File: src/rtl/demap_frame_ctrl_pkg.sv
// Shared definitions for the BPSK demap frame sequencer: FSM encodings,
// default word width and the hard-decision slice rule.
package demap_frame_ctrl_pkg;

  localparam int WORD_BITS_DEF = 128;

  typedef enum logic [1:0] {
    ST_IDLE    = 2'd0,
    ST_COLLECT = 2'd1,
    ST_FLUSH   = 2'd2
  } state_t;

  // Strictly positive samples decide 1; zero and negatives decide 0.
  function automatic logic slice_bit(input logic sign, input logic nonzero);
    return !sign && nonzero;
  endfunction

endpackage

File: src/rtl/demap_frame_ctrl_if.sv
// Word handoff bus from the demap sequencer to the 128-bit memory writer.
interface demap_frame_ctrl_if #(
  parameter int WORD_BITS = 128
);
  logic                 wr_valid;
  logic                 wr_ready;
  logic [WORD_BITS-1:0] wr_data;
  logic                 wr_last;

  modport master (output wr_valid, wr_data, wr_last, input wr_ready);
  modport slave  (input wr_valid, wr_data, wr_last, output wr_ready);
endinterface

File: src/rtl/demap_frame_ctrl_word_fifo.sv
// Two-entry word buffer; push and pop in the same cycle are legal even when full.
module demap_frame_ctrl_word_fifo #(
  parameter int W = 129
) (
  input  logic         CLK,
  input  logic         RST,
  input  logic         push,
  input  logic [W-1:0] din,
  output logic         full,
  input  logic         pop,
  output logic [W-1:0] dout,
  output logic         empty
);
  logic [1:0][W-1:0] mem;
  logic              wp, rp;
  logic [1:0]        cnt;
  logic              do_push, do_pop;

  assign do_pop  = pop && (cnt != 2'd0);
  // When full, a push only lands if the head leaves on the same edge.
  assign do_push = push && ((cnt != 2'd2) || do_pop);
  assign full    = (cnt == 2'd2);
  assign empty   = (cnt == 2'd0);
  assign dout    = mem[rp];

  always_ff @(posedge CLK) begin
    if (!RST) begin
      mem <= '0;
      wp  <= 1'b0;
      rp  <= 1'b0;
      cnt <= 2'd0;
    end else begin
      if (do_push) begin
        mem[wp] <= din;
        wp      <= ~wp;
      end
      if (do_pop) rp <= ~rp;
      cnt <= cnt + 2'(do_push) - 2'(do_pop);
    end
  end

endmodule

File: src/rtl/demap_frame_ctrl.sv
// Frame sequencer for the BPSK demap path: slices I samples, packs them MSB-first
// into words, and hands a fixed number of words per frame to the writer.
module demap_frame_ctrl
  import demap_frame_ctrl_pkg::*;
#(
  parameter int AR_W            = 11,
  parameter int WORD_BITS       = WORD_BITS_DEF,
  parameter int WORDS_PER_FRAME = 16
) (
  input  logic                   CLK,
  input  logic                   RST,
  input  logic                   ce,
  input  logic                   sync_det,
  input  logic                   sym_valid,
  input  logic signed [AR_W-1:0] sym_ar,
  demap_frame_ctrl_if.master     wr,
  output logic                   busy,
  output logic                   overflow,
  output logic                   frame_done
);
  localparam int BC_W = $clog2(WORD_BITS);
  localparam int WC_W = $clog2(WORDS_PER_FRAME) + 1;
  localparam logic [BC_W-1:0] BIT_LAST  = BC_W'(WORD_BITS - 1);
  localparam logic [WC_W-1:0] WORD_LAST = WC_W'(WORDS_PER_FRAME - 1);

  state_t               state;
  logic [BC_W-1:0]      bitcnt;
  logic [WC_W-1:0]      wordcnt;
  logic [WORD_BITS-1:0] shreg, push_data;
  logic [WORD_BITS:0]   head;
  logic                 sym_bit, take, push, push_last, pop, full, empty;

  assign sym_bit   = slice_bit(sym_ar[AR_W-1], |sym_ar);
  // sync_det wins over a coincident symbol, so that symbol is never packed.
  assign take      = ce && (state == ST_COLLECT) && !sync_det && sym_valid;
  assign push      = take && (bitcnt == BIT_LAST);
  assign push_data = {shreg[WORD_BITS-2:0], sym_bit};
  assign push_last = (wordcnt == WORD_LAST);
  assign pop       = wr.wr_valid && wr.wr_ready;

  assign wr.wr_valid           = !empty;
  assign {wr.wr_last, wr.wr_data} = head;
  assign busy                  = (state != ST_IDLE);

  demap_frame_ctrl_word_fifo #(.W(WORD_BITS + 1)) u_fifo (
    .CLK   (CLK),
    .RST   (RST),
    .push  (push),
    .din   ({push_last, push_data}),
    .full  (full),
    .pop   (pop),
    .dout  (head),
    .empty (empty)
  );

  always_ff @(posedge CLK) begin
    if (!RST) begin
      state      <= ST_IDLE;
      bitcnt     <= '0;
      wordcnt    <= '0;
      shreg      <= '0;
      overflow   <= 1'b0;
      frame_done <= 1'b0;
    end else begin
      frame_done <= 1'b0;
      // A dropped word still counts toward the frame so its length stays fixed.
      if (push && full && !pop) overflow <= 1'b1;
      if (ce) begin
        unique case (state)
          ST_IDLE: if (sync_det) begin
            state    <= ST_COLLECT;
            bitcnt   <= '0;
            wordcnt  <= '0;
            overflow <= 1'b0;
          end
          ST_COLLECT: if (sync_det) begin
            bitcnt   <= '0;
            wordcnt  <= '0;
            overflow <= 1'b0;
          end else if (sym_valid) begin
            shreg  <= push_data;
            bitcnt <= bitcnt + 1'b1;
            if (bitcnt == BIT_LAST) begin
              bitcnt  <= '0;
              wordcnt <= wordcnt + 1'b1;
              if (push_last) state <= ST_FLUSH;
            end
          end
          ST_FLUSH: if (empty) begin
            state      <= ST_IDLE;
            frame_done <= 1'b1;
          end
          default: state <= ST_IDLE;
        endcase
      end
    end
  end

endmodule

File: src/flat_wrapper.sv
// flat-port wrapper written by rule: the top's interface ports become plain ports
module demap_frame_ctrl_flat import demap_frame_ctrl_pkg::*;
#(
  parameter int AR_W            = 11,
  parameter int WORD_BITS       = WORD_BITS_DEF,
  parameter int WORDS_PER_FRAME = 16
)
  (CLK, RST, ce, sync_det, sym_valid, sym_ar, busy, overflow, frame_done, wr_wr_valid, wr_wr_data, wr_wr_last, wr_wr_ready);
  demap_frame_ctrl_if #(.WORD_BITS(WORD_BITS)) wr_i ();
  input  logic CLK;
  input  logic RST;
  input  logic ce;
  input  logic sync_det;
  input  logic sym_valid;
  input  logic signed [AR_W-1:0] sym_ar;
  output logic busy;
  output logic overflow;
  output logic frame_done;
  output wire logic [$bits(wr_i.wr_valid)-1:0] wr_wr_valid;
  output wire logic [$bits(wr_i.wr_data)-1:0] wr_wr_data;
  output wire logic [$bits(wr_i.wr_last)-1:0] wr_wr_last;
  input wire logic [$bits(wr_i.wr_ready)-1:0] wr_wr_ready;
  assign wr_wr_valid = wr_i.wr_valid;
  assign wr_wr_data = wr_i.wr_data;
  assign wr_wr_last = wr_i.wr_last;
  assign wr_i.wr_ready = wr_wr_ready;
  demap_frame_ctrl #(.AR_W(AR_W), .WORD_BITS(WORD_BITS), .WORDS_PER_FRAME(WORDS_PER_FRAME)) u_core (.CLK(CLK), .RST(RST), .ce(ce), .sync_det(sync_det), .sym_valid(sym_valid), .sym_ar(sym_ar), .wr(wr_i), .busy(busy), .overflow(overflow), .frame_done(frame_done));
endmodule
File: config.mk
export PLATFORM = sky130hd
export DESIGN_NAME = demap_frame_ctrl_flat
export DESIGN_NICKNAME = d
export VERILOG_FILES = /design/src/rtl/demap_frame_ctrl_pkg.sv /design/src/rtl/demap_frame_ctrl_if.sv /design/src/rtl/demap_frame_ctrl_word_fifo.sv /design/src/rtl/demap_frame_ctrl.sv /design/src/flat_wrapper.sv
export SDC_FILE = /design/constraint.sdc
export NUM_CORES = 1
export LEC_CHECK = 0
export CORE_MARGIN = 1
export CORE_UTILIZATION = 52
export DETAILED_ROUTE_END_ITERATION = 8
export PLACE_DENSITY = 0.74
export SYNTH_ARGS = -nofsm -noshare
export SYNTH_HDL_FRONTEND = slang
export SYNTH_SLANG_ARGS = --single-unit
File: constraint.sdc
create_clock -name CLK -period 2.5 [get_ports CLK]
set_input_delay 0.25 -clock CLK [delete_from_list [all_inputs] [get_ports CLK]]
set_output_delay 0.25 -clock CLK [all_outputs]
set_load 0.1 [all_outputs]
* Word level (Yosys, flattened, before mapping)
Index checks and enable logic that the tools add are counted.
** Storage, ports and cells
- Bits in registers :: 405
- Memories kept :: 0
- Bits in latches :: 0
- Logic and storage cells :: 90
- Bits in writable memories :: 0
- Memory bits (read-only) :: 0
** Operators by class
- Mux-type cells :: 27
- Reductions and logical operators :: 28
- Shift operators :: 0
- Divide/modulo/power cells :: 0
- Multiply operators :: 0
- Equal/unequal tests :: 14
- $add $sub $neg :: 4
- Bitwise logic cells :: 3
- $lt $le $gt $ge :: 3
** Operators by type and width (number)
- 129-bit two-way mux :: 3
- 258-bit bitwise mux :: 1
- 129-bit demux with 1-bit select :: 1
- 7-bit two-way mux :: 4
- 5-bit two-way mux :: 4
- 7-bit case mux with 2 select lines :: 1
- 2-bit two-way mux :: 6
- 1-bit logical AND :: 11
- 11-bit OR reduction :: 1
- 2-bit != test, second input constant :: 5
- 5-bit case mux with 2 select lines :: 1
- 4-bit AND reduction :: 2
- 7-bit by 1-bit adder with 7-bit output, second input constant :: 1
- 7-bit == test, second input constant :: 1
- 7-bit AND reduction :: 1
- 3-bit != test, second input constant :: 2
- 2-bit case mux with 3 select lines :: 1
- 2-bit nonzero test :: 3
- 5-bit by 1-bit adder with 5-bit output, second input constant :: 1
- 5-bit by 4-bit == test with 1-bit output, second input constant :: 1
- 1-bit two-way mux :: 5
- 5-bit AND reduction :: 1
- 2-bit == test, second input constant :: 2
- 1-bit logical NOT :: 4
- 11 further kinds :: 16

* Logic depth before layout (Yosys ltp)
Gate-level depths: netlist of the first run.
- Depth after elaboration :: 11
- Depth in mapped cells :: 10
- Mapped depth without buffers :: 10

* By module
A second synthesis of the first run with hierarchy kept.
** Unflattened totals
- Cells, all modules :: 1796
- Area, all modules :: 16603.4 sq um
** By module, submodules not included
- demap_frame_ctrl_word_fifo :: sequential area each 5245.0 sq um, area each 11382.2 sq um, cells each 1142, instances 1
- demap_frame_ctrl :: sequential area each 2862.7 sq um, area each 5221.3 sq um, cells each 654, instances 1

* Worst setup path after synthesis of the first run
Ideal clock, no wire load.
- Path kind :: reg-to-reg
- From :: reg u_core.bitcnt[0]
- To :: reg u_core.u_fifo.cnt[1]
- Path buffers :: 0
- Arrival :: 2.173 ns
- Setup slack :: 0.200 ns
- Clock period less this slack :: 2.300 ns
- Setup time :: 0.128 ns
- Stages on the path, launching flop included :: 11
- Cells stage by stage :: dfxtp_1 > ha_1 > nand3_1 > nor4_1 > nand2_1 > ha_1 > inv_1 > ha_1 > xor2_1 > xnor2_1 > nor2_1
** Between the ends
- Cells in the longest elaborated chain, start to end :: 5
** Ends and longest elaborated chain
- from (decl) :: RTL line demap_frame_ctrl.sv:27 : logic [BC_W-1:0] bitcnt;
- from (signal assigned) :: RTL line demap_frame_ctrl.sv:82 : bitcnt <= bitcnt + 1'b1;
- 7-bit == test :: RTL line demap_frame_ctrl.sv:36 : assign push = take && (bitcnt == BIT_LAST);
- 1-bit logical AND :: RTL line demap_frame_ctrl.sv:36
- 1-bit logical AND :: RTL line demap_frame_ctrl_word_fifo.sv:21 : assign do_push = push && ((cnt != 2'd2) || do_pop);
- 2-bit by 1-bit adder with 2-bit output :: RTL line demap_frame_ctrl_word_fifo.sv:38 : cnt <= cnt + 2'(do_push) - 2'(do_pop);
- 2-bit by 1-bit subtractor with 2-bit output :: RTL line demap_frame_ctrl_word_fifo.sv:38
- to (signal assigned) :: RTL line demap_frame_ctrl_word_fifo.sv:38
- to (decl) :: RTL line demap_frame_ctrl_word_fifo.sv:16 : logic [1:0] cnt;
No other way between the ends.
A chain may end at the register's enable or synchronous reset.

* Final worst setup path of the first run
- From :: reg u_core.bitcnt[0]
- To :: reg u_core.u_fifo.mem[54] in the netlist's numbering
** Between the ends
- Cells in the longest elaborated chain, start to end :: 3
** Ends and longest elaborated chain
- 7-bit == test :: RTL line demap_frame_ctrl.sv:36
- 1-bit logical AND :: RTL line demap_frame_ctrl.sv:36
- 1-bit logical AND :: RTL line demap_frame_ctrl_word_fifo.sv:21
- to (signal, indexed assignment) :: RTL line demap_frame_ctrl_word_fifo.sv:34 : mem[wp] <= din;
- to (decl) :: RTL line demap_frame_ctrl_word_fifo.sv:14 : logic [1:0][W-1:0] mem;
No other way between the ends.

==> reports/qor.txt, run 1 <==
RUN STATUS
------------------------------------------------------------------------------
Status                                                            complete, but fails checks
Violations in the final reports                                   design-rule violations

GLOBAL ROUTING
------------------------------------------------------------------------------
Overall routing resource usage                                           0.217
Overflow left after global routing                                           0
Via count of the first global-routing pass                               12400
Global-route wire length before repair                                59100 um
Pin count of the biggest net entering global routing                       131
Antenna violations before repair                                             0

CTS
------------------------------------------------------------------------------
Clock sinks                                                                405
Clock transition at the registers of the reported paths                  60 ps
Buffer type at the clock tree root                                   clkbuf_16
Clock buffer count from CTS                                                 41
Count of cells resized by post-cts repair                                    0
Longest Clk Path Bufs                                                        3
Buffers inserted during post-CTS setup optimization                          0
CTS tree                                                                   yes
Cts-stage hold buffer count                                                  0
Clk Latency, worst-skew pair                                            530 ps
CTS H-tree depth                                                             2

SYNTH
------------------------------------------------------------------------------
Gate count after technology mapping                                       1792
Top area cells in the synthesized netlist                         dfxtp_1, mux2i_1, nand2_1
Cell with the most instances after synthesis                           nand2_1
Area fraction of the dominant cell type after synthesis                  0.493
Seq/Total Area, Yosys                                                    0.493
Net count after synthesis                                                 1814
Avg Inst Size Synth                                                  9.19 um^2
YS warnings                                                                  0
Post-synth EDFFs                                                             0
Cell types with the highest counts after synthesis                nand2_1, dfxtp_1, mux2i_1
Syn Std Cell Area                                                  0.0165 mm^2
Number of distinct library cells after synthesis                            40
Cell taking the most area after synthesis                              dfxtp_1
Async set or reset register ratio after synthesis                            0
Dominant register cell in the synthesized netlist                      dfxtp_1
Seq cells post-synth                                                       405

TIMING
------------------------------------------------------------------------------
Highest attainable clock frequency                                   0.426 GHz
RSZ-0062 raised after global routing                                        no
# setup viols final                                                          0
Setup Total Neg Slack                                                     0 ps
Normalized max-slew margin                                               0.510
Clock Skew                                                             13.4 ps
Number of pins with negative max-slew slack in the final report              0
Final worst path period share                                            0.938
Final Hold Viols                                                             0
Slew at the pin closest to its max-slew limit                           736 ps
Final period demand of the worst path                                  2340 ps
Setup slack after layout                                                155 ps

DRT
------------------------------------------------------------------------------
WL/cell                                                                15.3 um
Length of the first detailed-routing pass in iterations                      7
Post-Route WL                                                         35400 um
Number of design rule violations left after detail routing                  10
Number of nets still failing antenna checks after routing                    0
Routed vias/inst                                                          5.33
Via count                                                                12300
Violation count after the first detailed-route iteration                   722

PLACED DESIGN
------------------------------------------------------------------------------
Final RePlAce weighted congestion                                        0.775
Post-detailed-placement half-perimeter wirelength                     22200 um
Placed cell count                                                         2242
Placement Setup Slack                                                  7.20 ps
PortBufs                                                                   149

DIE
------------------------------------------------------------------------------
Std-Cell Core Area                                                 0.0308 mm^2
Die Width                                                               180 um
Core Rows                                                                   64
Die outline area                                                   0.0324 mm^2
Height of the chip                                                      180 um
Top Ports                                                                  150
Initial core utilization                                                 0.534

WORST SETUP PATH
------------------------------------------------------------------------------
Element type at the critical path start                               register
Series of cell instances along the critical path                  ha_1 > nand3_1 > or4_1 > or3_4 > buf_12 > mux2i_1
Setup slack of the most critical reg-to-reg path                        160 ps
Worst stage delay on the critical path                                  570 ps
Cell type of the slowest stage on the worst timing path                  or4_1
Required time reported for the critical path endpoint                  2900 ps
CP top delay family                                               simple AND/OR/NAND/NOR gates
Worst setup path class                                              reg -> reg
Worst r2r dst                                                     u_core.u_fifo.mem[54]$_SDFFE_PN0P_
Kind of capture point of the worst setup path                         register
CP Buf/Inv Count                                                             1
Startpoint of the worst register-to-register path                 u_core.bitcnt[0]$_SDFFE_PN0P_
CP Data Arrival Time                                                   2740 ps
Number of cells on the worst reg-to-reg path                                 6
Maximum fanout along the worst path                                         51

JOB
------------------------------------------------------------------------------
MaxCap Viol Count                                                            0

LAYOUT
------------------------------------------------------------------------------
Post-layout utilization of the core                                      0.667
# diodes                                                                     0
Net count, final                                                          1911
Layout cells sized above 1                                               0.196
Fin cells                                                                 2318
Growth of design area from synthesis to finish                           24.9%

PWR
------------------------------------------------------------------------------
Sum of internal, switching and leakage power                           13.5 mW
Leakage power summed over all cells                                    8.06 nW
IR drop worst, VDD                                                      541 uV
Total power divided by cell area                                   654 mW/mm^2

HOLD PATH
------------------------------------------------------------------------------
Worst min-delay path category                                        in -> reg
Start point of the worst min-delay path                                    RST
Hold worst-path end                                               u_core.u_fifo.mem[165]$_SDFFE_PN0P_
Number of cells on the worst hold path                                       3

==> worst max path at each step <==
stage | startpoint | endpoint | slack, ps | depth (start not counted)
detailed placement | sync_det | u_core.u_fifo.mem[14]$_SDFFE_PN0P_ | 7 | 6
CTS | u_core.bitcnt[0]$_SDFFE_PN0P_ | u_core.u_fifo.mem[14]$_SDFFE_PN0P_ | 150 | 6
floorplan | u_core.bitcnt[0]$_SDFFE_PN0P_ | u_core.u_fifo.cnt[1]$_SDFF_PN0_ | 200 | 10
global placement | sync_det | u_core.u_fifo.mem[54]$_SDFFE_PN0P_ | 90 | 6
global route | u_core.bitcnt[0]$_SDFFE_PN0P_ | u_core.u_fifo.mem[244]$_SDFFE_PN0P_ | 30 | 7
finish | u_core.bitcnt[0]$_SDFFE_PN0P_ | u_core.u_fifo.mem[54]$_SDFFE_PN0P_ | 160 | 6
==> layer usage <==
| layer | part of all wire | wire [um] | up-vias | global-route usage |
|---|---|---|---|---|
| met3 | 0.036 | 1290 | 55 | 0.0320 |
| met4 | 0.026 | 921 | 0 | 0.0790 |
| met5 | 0 | 0 | - | 0 |
| li1 | - | - | 6136 | - |
| met2 | 0.50 | 17500 | 242 | 0.381 |
| met1 | 0.44 | 15600 | 5913 | 0.270 |
==> sequential cells by signal, summed over array words and instances (netlist names) <==
name / cells
u_core.overflow: 1
u_core.u_fifo.mem: 258
u_core.state: 2
u_core.shreg: 127
u_core.frame_done: 1
u_core.u_fifo.wp: 1
u_core.bitcnt: 7
u_core.wordcnt: 5
u_core.u_fifo.rp: 1
u_core.u_fifo.cnt: 2
==> cells in the final DEF, fill, tap and decap left out, types with 2 or more instances in the layout <==
master and count:
nand2_1 650, nor4_1 6, clkbuf_1 8, buf_12 110, clkdlybuf4s50_1 15, nor2b_1 2, clkbuf_16 43, nand2b_1 2
and2_1 2, clkinv_2 7, clkbuf_8 11, mux2_2 129, and3_1 3, o22ai_1 2, a21oi_1 134, or2_2 3
bufinv_16 4, mux2i_1 258, nor3b_1 2, buf_4 59, nor3_1 4, nand3_1 9, o21ai_0 4, dfxtp_1 404
nor2_1 13, xnor2_1 7, ha_1 5, inv_1 4
==> area by class of cell <==
type                       count  area [um^2]
fill                        2324        10300
sequential                   405         8110
multi-input combinational   1251         7680
timing repair buffer         185         2810
clock buffer                  62         1260
tap                          396          495
clock inverter                14          183
inverter                       5         21.3
==> kinds of logic after synthesis <==
family,Yosys count,synth area share
buffers and inverters,136,0.0419
muxes,387,0.245
DFF,405,0.493
AOI/OAI and AO/OA,147,0.0461
adders and majority gates,5,0.00380
and+or+nand+nor,704,0.166
xor gates and xnor gates,8,0.00426
==> worst reg2reg max path, stage by stage (launching register included) <==
cell     delay, ps
dfxtp_1        360
ha_1           240
nand3_1        180
or4_1          570
or3_4          420
buf_12         250
mux2i_1        210
==> report_power, final <==
group	leakage, nW	switching (mW)	internal [mW]
registers	3.26	0.0113	6.46
clock network	0.713	2.49	3.90
logic	4.08	0.388	0.196
total	8.06	2.89	10.6
==> metrics by stage <==
stage,hold WS (ps),instance area [um^2]
2_1_floorplan,422,16500
3_3_place_gp,438,19100
3_5_place_dp,443,19100
4_1_cts,179,20600
5_1_grt,187,20600
6_report,178,20600
No activity file was read; power rests on OpenSTA's default activity.
==> inputs of run 2 (changes only) <==
--- a/config.mk
+++ b/config.mk
@@ -6,9 +6,10 @@
 export NUM_CORES = 1
 export LEC_CHECK = 0
 export CORE_MARGIN = 1
-export CORE_UTILIZATION = 52
+export CORE_UTILIZATION = 35
+export CTS_BUF_LIST = sky130_fd_sc_hd__clkbuf_8
 export DETAILED_ROUTE_END_ITERATION = 8
-export PLACE_DENSITY = 0.74
+export PLACE_DENSITY = 0.53
 export SYNTH_ARGS = -nofsm -noshare
 export SYNTH_HDL_FRONTEND = slang
 export SYNTH_SLANG_ARGS = --single-unit
==> run 2 against run 1 <==
- the run now ends clean
- combinational power increased by 5.1%
- worst hold slack better by 220 ps
- core utilization decreased by 23 points
- global-route usage fell by 5.5 points
- clock skew is 6.3 ps higher
- via count down 0.19%
- critical path depth stayed put
- sequential share of layout area up 0.11 points
- sequential power about the same
- critical path type unchanged
- critical endpoint is now u_core.u_fifo.mem[32]$_SDFFE_PN0P_
- largest cell class unchanged
==> reports/qor.txt, run 2 (synthesis gave the netlist of run 1 again) <==
RUN STATUS
------------------------------------------------------------------------------
Status                                                               completed

WORST SETUP PATH
------------------------------------------------------------------------------
Element type at the critical path start                               register
Maximum fanout along the worst path                                         27   -47%
Cell type of the slowest stage on the worst timing path                  or4_1
CP Buf/Inv Count                                                             1   unchanged
Worst stage delay on the critical path                                  560 ps   about the same
Startpoint of the worst register-to-register path                 u_core.bitcnt[0]$_SDFFE_PN0P_
Crit. Startpoint                                                  u_core.bitcnt[0]$_SDFFE_PN0P_
Required time reported for the critical path endpoint                  2980 ps   +80 ps
CP top delay family                                               simple AND/OR/NAND/NOR gates
CP Data Arrival Time                                                   2890 ps   +150 ps
Series of cell instances along the critical path                  ha_1 > nand3_1 > or4_1 > or3_4 > buf_4 > mux2i_1
Worst setup path class                                              reg -> reg
Kind of capture point of the worst setup path                         register

GLOBAL ROUTING
------------------------------------------------------------------------------
Global-route wire length before repair                                62600 um   +5.8%
Pin count of the biggest net entering global routing                       122   -6.9%
Overflow left after global routing                                           0   unchanged
Overall routing resource usage                                           0.162   -0.0547
Antenna violations before repair                                             1   +1
Via count of the first global-routing pass                               12300   -0.44%

CTS
------------------------------------------------------------------------------
Clock transition at the registers of the reported paths                  60 ps   about the same
CTS tree                                                                   yes
Clk Latency, worst-skew pair                                            630 ps   +100 ps
Longest Clk Path Bufs                                                        3   unchanged
Count of cells resized by post-cts repair                                    0   unchanged
Buffer type at the clock tree root                                    clkbuf_8
CTS H-tree depth                                                             3   +1
Clock sinks                                                                405   unchanged
Clock buffer count from CTS                                                 71   +73%

PWR
------------------------------------------------------------------------------
IR drop worst, VDD                                                      286 uV   -47%
Total power divided by cell area                                   655 mW/mm^2   about the same
Leakage power summed over all cells                                    8.12 nW   +0.82%

DRT
------------------------------------------------------------------------------
Routed vias/inst                                                          4.76   -11%
Violation count after the first detailed-route iteration                   391   -46%
Number of design rule violations left after detail routing                   0   -10
Post-Route WL                                                         38600 um   +9.3%
Number of nets still failing antenna checks after routing                    0   unchanged
WL/cell                                                                14.9 um   -2.1%
Length of the first detailed-routing pass in iterations                      5   -2
Via count                                                                12300   -0.19%

TIMING
------------------------------------------------------------------------------
Normalized max-slew margin                                               0.615   +0.105
Setup Total Neg Slack                                                     0 ps   unchanged
Final-layout worst hold slack                                           394 ps   +216 ps
Clock Skew                                                             19.8 ps   +6.35 ps
Number of pins with negative max-slew slack in the final report              0   unchanged
Slew at the pin closest to its max-slew limit                           577 ps   -158 ps
Final period demand of the worst path                                  2410 ps   +61.8 ps
Final worst path period share                                            0.963   +0.0247
Final Hold Viols                                                             0   unchanged
RSZ-0062 raised after global routing                                        no
# setup viols final                                                          0   unchanged
Highest attainable clock frequency                                   0.416 GHz   -2.6%

DIE
------------------------------------------------------------------------------
Std-Cell Core Area                                                 0.0465 mm^2   +51%
Core Rows                                                                   79   +23%
Initial core utilization                                                 0.354   -0.180
Die outline area                                                   0.0479 mm^2   +48%
Top Ports                                                                  150   unchanged
Die Width                                                               219 um   +22%
Height of the chip                                                      219 um   +22%

LAYOUT
------------------------------------------------------------------------------
Growth of design area from synthesis to finish                           24.6%
Most used cells in the layout excluding fill and tap cells        nand2_1, dfxtp_1, mux2i_1, a21oi_1, mux2_2
Most common cell after layout, fill and taps aside                     nand2_1
Register ranked first by flip-flop count                          u_core.u_fifo.mem
Area taken by multi-input logic gates                             0.00768 mm^2   unchanged
Leading registers by flop count                                   u_core.u_fifo.mem (258), u_core.shreg (127), u_core.bitcnt (7)
Register Area                                                     0.00811 mm^2   unchanged
Layout cells sized above 1                                               0.215   +0.0191
Fill cell count                                                           4518   +94%
Net count, final                                                          1950   +2.0%
Max reg flops                                                              258   unchanged

JOB
------------------------------------------------------------------------------
MaxCap Viol Count                                                            0   unchanged

HOLD PATH
------------------------------------------------------------------------------
Worst min-delay path category                                        in -> reg
Start point of the worst min-delay path                             sym_ar[10]

PLACED DESIGN
------------------------------------------------------------------------------
PortBufs                                                                   149   unchanged
Post-detailed-placement half-perimeter wirelength                     23600 um   +6.3%
Final RePlAce weighted congestion                                        0.744   -4.1%

[run 2: what timing repair did]
| item | in CTS | in global routing |
|---|---|---|
| hold endpoints to repair | 23 | 0 |
| setup buffers | 1 | 0 |
| hold buffers | 1 | 0 |
| endpoints found under the setup margin | 97 | 0 |
[run 2: layout make-up]
| class | instances | share of cell area |
|---|---|---|
| antenna | 1 | 0.000122 |
| clock buffer | 99 | 0.0665 |
| clock inverter | 25 | 0.00677 |
| inverter | 5 | 0.00104 |
| multi-input combinational | 1251 | 0.375 |
| sequential | 405 | 0.396 |
| tap | 607 | 0.0370 |
| timing repair buffer | 194 | 0.118 |
[run 2: per-stage QoR]
stage	worst slack (ps)	power, mW	util	instances	area [um^2]
5_1_grt	17.6	14.0	0.441	2587	20500
4_1_cts	51.3	13.7	0.441	2586	20500
6_report	93.3	13.4	0.441	2587	20500
3_5_place_dp	33.1	7.25	0.408	2460	19000
2_1_floorplan	200	7.03	-	1792	16500
3_3_place_gp	74.8	7.25	0.408	2460	19000
[run 2: per-layer routing]
metal  vias to the layer above  wire length, um  GRT usage  part of all wire
met1                      5857            18300      0.210              0.47
met2                       187            17800      0.262              0.46
li1                       6222                -          -                 -
met4                         0              862     0.0681             0.022
met3                        57             1680     0.0344             0.043
met5                         -                0          0                 0
[run 2: worst paths after layout]
kind	end	slack, ps	cells after the start
max reg2reg	u_core.u_fifo.mem[32]$_SDFFE_PN0P_	90	6
max	u_core.u_fifo.mem[32]$_SDFFE_PN0P_	90	6
min reg2reg	u_core.u_fifo.mem[222]$_SDFFE_PN0P_	450	2
min	u_core.shreg[0]$_SDFFE_PN0P_	390	4
[run 2: report_power, final]
group	internal, mW	total [mW]	leakage (nW)	switching [mW]
clock network	3.60	6.31	0.830	2.71
registers	6.47	6.50	3.26	0.0352
logic	0.222	0.614	4.03	0.391
total	10.3	13.4	8.12	3.14
[run 2: worst reg2reg max path, cell delays in order, from the launching register on]
cell     delay, ps
dfxtp_1        370
ha_1           250
nand3_1        180
or4_1          560
or3_4          390
buf_4          310
mux2i_1        200
==> inputs of run 3 (changes only) <==
==> constraint.sdc (replaced) <==
create_clock -name CLK -period 2.1 [get_ports CLK]
set_input_delay 0.21 -clock CLK [delete_from_list [all_inputs] [get_ports CLK]]
set_output_delay 0.21 -clock CLK [all_outputs]
set_load 0.1 [all_outputs]
==> run 3 against run 2 <==
- the flow now finishes with violations (negative setup slack)
- flip-flop and latch count did not move
- wire length rose by 17%
- critical path type is now reg -> out
- via count grew 4.7%
==> reports/qor.txt, run 3 (synthesis gave the netlist of run 1 again) <==
RUN STATUS
------------------------------------------------------------------------------
Status                                                            complete, but fails checks
Violations in the final reports                                   negative setup slack

PLACED DESIGN
------------------------------------------------------------------------------
Placed cell areas                                                  0.0200 mm^2   +5.6%
PortBufs                                                                   149   unchanged
Final RePlAce weighted congestion                                        0.734   -1.3%
Post-detailed-placement half-perimeter wirelength                     23500 um   -0.28%

PWR
------------------------------------------------------------------------------
IR drop worst, VDD                                                      458 uV   +60%
Clock share of power                                                     0.444   -0.026
Sw Pwr                                                                 3.91 mW   +25%
Switch share                                                             0.241   +0.00702
Total power divided by cell area                                   691 mW/mm^2   +5.5%
Portion of total power attributed to sequential cells                    0.475   -0.009
Internal Pwr Total                                                     12.3 mW   +20%
Leakage power summed over all cells                                    9.18 nW   +13%
Sum of internal, switching and leakage power                           16.2 mW   +21%
Fraction of power consumed by combinational cells                        0.080   +0.034

DRT
------------------------------------------------------------------------------
Post-Route WL                                                         45000 um   +17%
WL/cell                                                                16.9 um   +13%
Number of nets still failing antenna checks after routing                    0   unchanged
Length of the first detailed-routing pass in iterations                      5   unchanged
Number of design rule violations left after detail routing                   0   unchanged
Via count                                                                12900   +4.7%
Violation count after the first detailed-route iteration                   676   +73%
Routed vias/inst                                                          4.85   +1.8%

DIE
------------------------------------------------------------------------------
Std-Cell Core Area                                                 0.0465 mm^2   unchanged
Core Rows                                                                   79   unchanged
Die outline area                                                   0.0479 mm^2   unchanged
Top Ports                                                                  150   unchanged
Initial core utilization                                                 0.354   unchanged
Height of the chip                                                      219 um   unchanged
Die Width                                                               219 um   unchanged

JOB
------------------------------------------------------------------------------
MaxCap Viol Count                                                            0   unchanged

LAYOUT
------------------------------------------------------------------------------
Most common cell after layout, fill and taps aside                     nand2_1
Max reg flops                                                              258   unchanged
Leading registers by flop count                                   u_core.u_fifo.mem (258), u_core.shreg (127), u_core.bitcnt (7)
Most used cells in the layout excluding fill and tap cells        nand2_1, dfxtp_1, mux2i_1, buf_12, a21oi_1
Layout cells sized above 1                                               0.245   +0.0299
Register ranked first by flip-flop count                          u_core.u_fifo.mem
Fill cell count                                                           4174   -7.6%
Post-route cell area                                               0.0235 mm^2   +15%
Net count, final                                                          2024   +3.8%
Growth of design area from synthesis to finish                           42.8%

GLOBAL ROUTING
------------------------------------------------------------------------------
Antenna violations before repair                                             1   unchanged
Pin count of the biggest net entering global routing                       140   +15%
Overall routing resource usage                                           0.171   +0.00822
Via count of the first global-routing pass                               12700   +3.4%
Global-route wire length before repair                                65300 um   +4.4%
Overflow left after global routing                                           0   unchanged

TIMING
------------------------------------------------------------------------------
Final worst path period share                                             1.05
RSZ-0062 raised after global routing                                       yes
Final period demand of the worst path                                  2210 ps
Final Hold Viols                                                             0   unchanged
# setup viols final                                                        240   +240
Slew at the pin closest to its max-slew limit                           606 ps   +28.9 ps
Clock Skew                                                             20.1 ps   +0.370 ps
Number of pins with negative max-slew slack in the final report              0   unchanged
Normalized max-slew margin                                               0.596   -0.0193
Setup slack after layout                                               -109 ps   -202 ps
Highest attainable clock frequency                                   0.453 GHz

CTS
------------------------------------------------------------------------------
Clock sinks                                                                405   unchanged
Buffer type at the clock tree root                                    clkbuf_8
Clock buffer count from CTS                                                 71   unchanged
Clk Latency, worst-skew pair                                            610 ps   -20 ps
Longest Clk Path Bufs                                                        3   unchanged
CTS H-tree depth                                                             3   unchanged
CTS tree                                                                   yes
Clock transition at the registers of the reported paths                  60 ps   about the same

WORST SETUP PATH
------------------------------------------------------------------------------
CP Data Arrival Time                                                   2000 ps   -890 ps
Crit. Startpoint                                                  u_core.u_fifo.rp$_SDFFE_PN0P_
Maximum fanout along the worst path                                          6   -78%
Element type at the critical path start                               register
Required time reported for the critical path endpoint                  1890 ps   -1090 ps
Worst setup path class                                              reg -> out
Startpoint of the worst register-to-register path                 u_core.bitcnt[1]$_SDFFE_PN0P_
Kind of capture point of the worst setup path                      output port

HOLD PATH
------------------------------------------------------------------------------
Worst min-delay path category                                        in -> reg
Start point of the worst min-delay path                             sym_ar[10]

-- run 3: cell count changes in the layout (fill, tap and decap cells not counted), sizes merged --
cell,previous run,this run
buf,178,224
clkbuf,99,118
inv,20,27
bufbuf,0,1
clkinv,6,5
or3,1,2
-- run 3: cell type report --
cell class,count,area (um^2),area share
Multi-Input combinational cell,1252,8240,0.351
Sequential cell,405,8120,0.345
Timing Repair Buffer,267,4940,0.210
Clock buffer,92,1270,0.0539
Tap cell,607,759,0.0323
Clock inverter,31,160,0.00682
Inverter,5,21.3,0.000905
Antenna cell,1,2.50,0.000106
-- run 3: per-layer routing --
metal | global-route usage | wire [um]
met1 | 0.219 | 21400
met2 | 0.281 | 21000
met3 | 0.0347 | 1930
met4 | 0.0664 | 748
met5 | 0 | 0
-- run 3: worst paths after layout --
path,end,slack [ps],cells past startpoint
max,wr_wr_data[125],-110,5
min,u_core.shreg[0]$_SDFFE_PN0P_,370,4
min reg2reg,u_core.u_fifo.mem[204]$_SDFFE_PN0P_,450,2
max reg2reg,u_core.u_fifo.mem[117]$_SDFFE_PN0P_,-90,7
-- run 3: critical path: stages (launching register included) --
cell and delay (ps):
dfxtp_4 460, buf_12 180, buf_12 110, buf_16 120
mux2_4 340, buf_12 170
-- run 3: per-stage QoR --
stage	TNS [ps]	std cells	utilization	hold WS (ps)	setup slack [ps]
after floorplan	0	1792	-	382	0.690
after global placement	-50420	2467	0.431	439	-305
after detailed placement	-55410	2467	0.431	443	-347
after CTS	-16690	2611	0.475	315	-126
after global routing	-36960	2660	0.506	375	-174
final	-8200	2660	0.506	372	-109
-- run 3: power by group through the flow --
stage | logic, mW | registers [mW] | clock network, mW
floorplan | 0.498 | 7.88 | 0
detailed placement | 0.725 | 7.90 | 0
finish | 1.31 | 7.72 | 7.22
global route | 1.37 | 7.72 | 7.82
global placement | 0.724 | 7.90 | 0
CTS | 0.919 | 7.72 | 7.44
-- run 3: repair_timing --
action | in CTS | in global routing
setup buffers | 10 | 15
endpoints found under the hold margin | 24 | 0
hold buffers | 1 | 0
cloned | 10 | 35
gates resized for setup | 58 | 136
setup endpoints to repair | 249 | 372
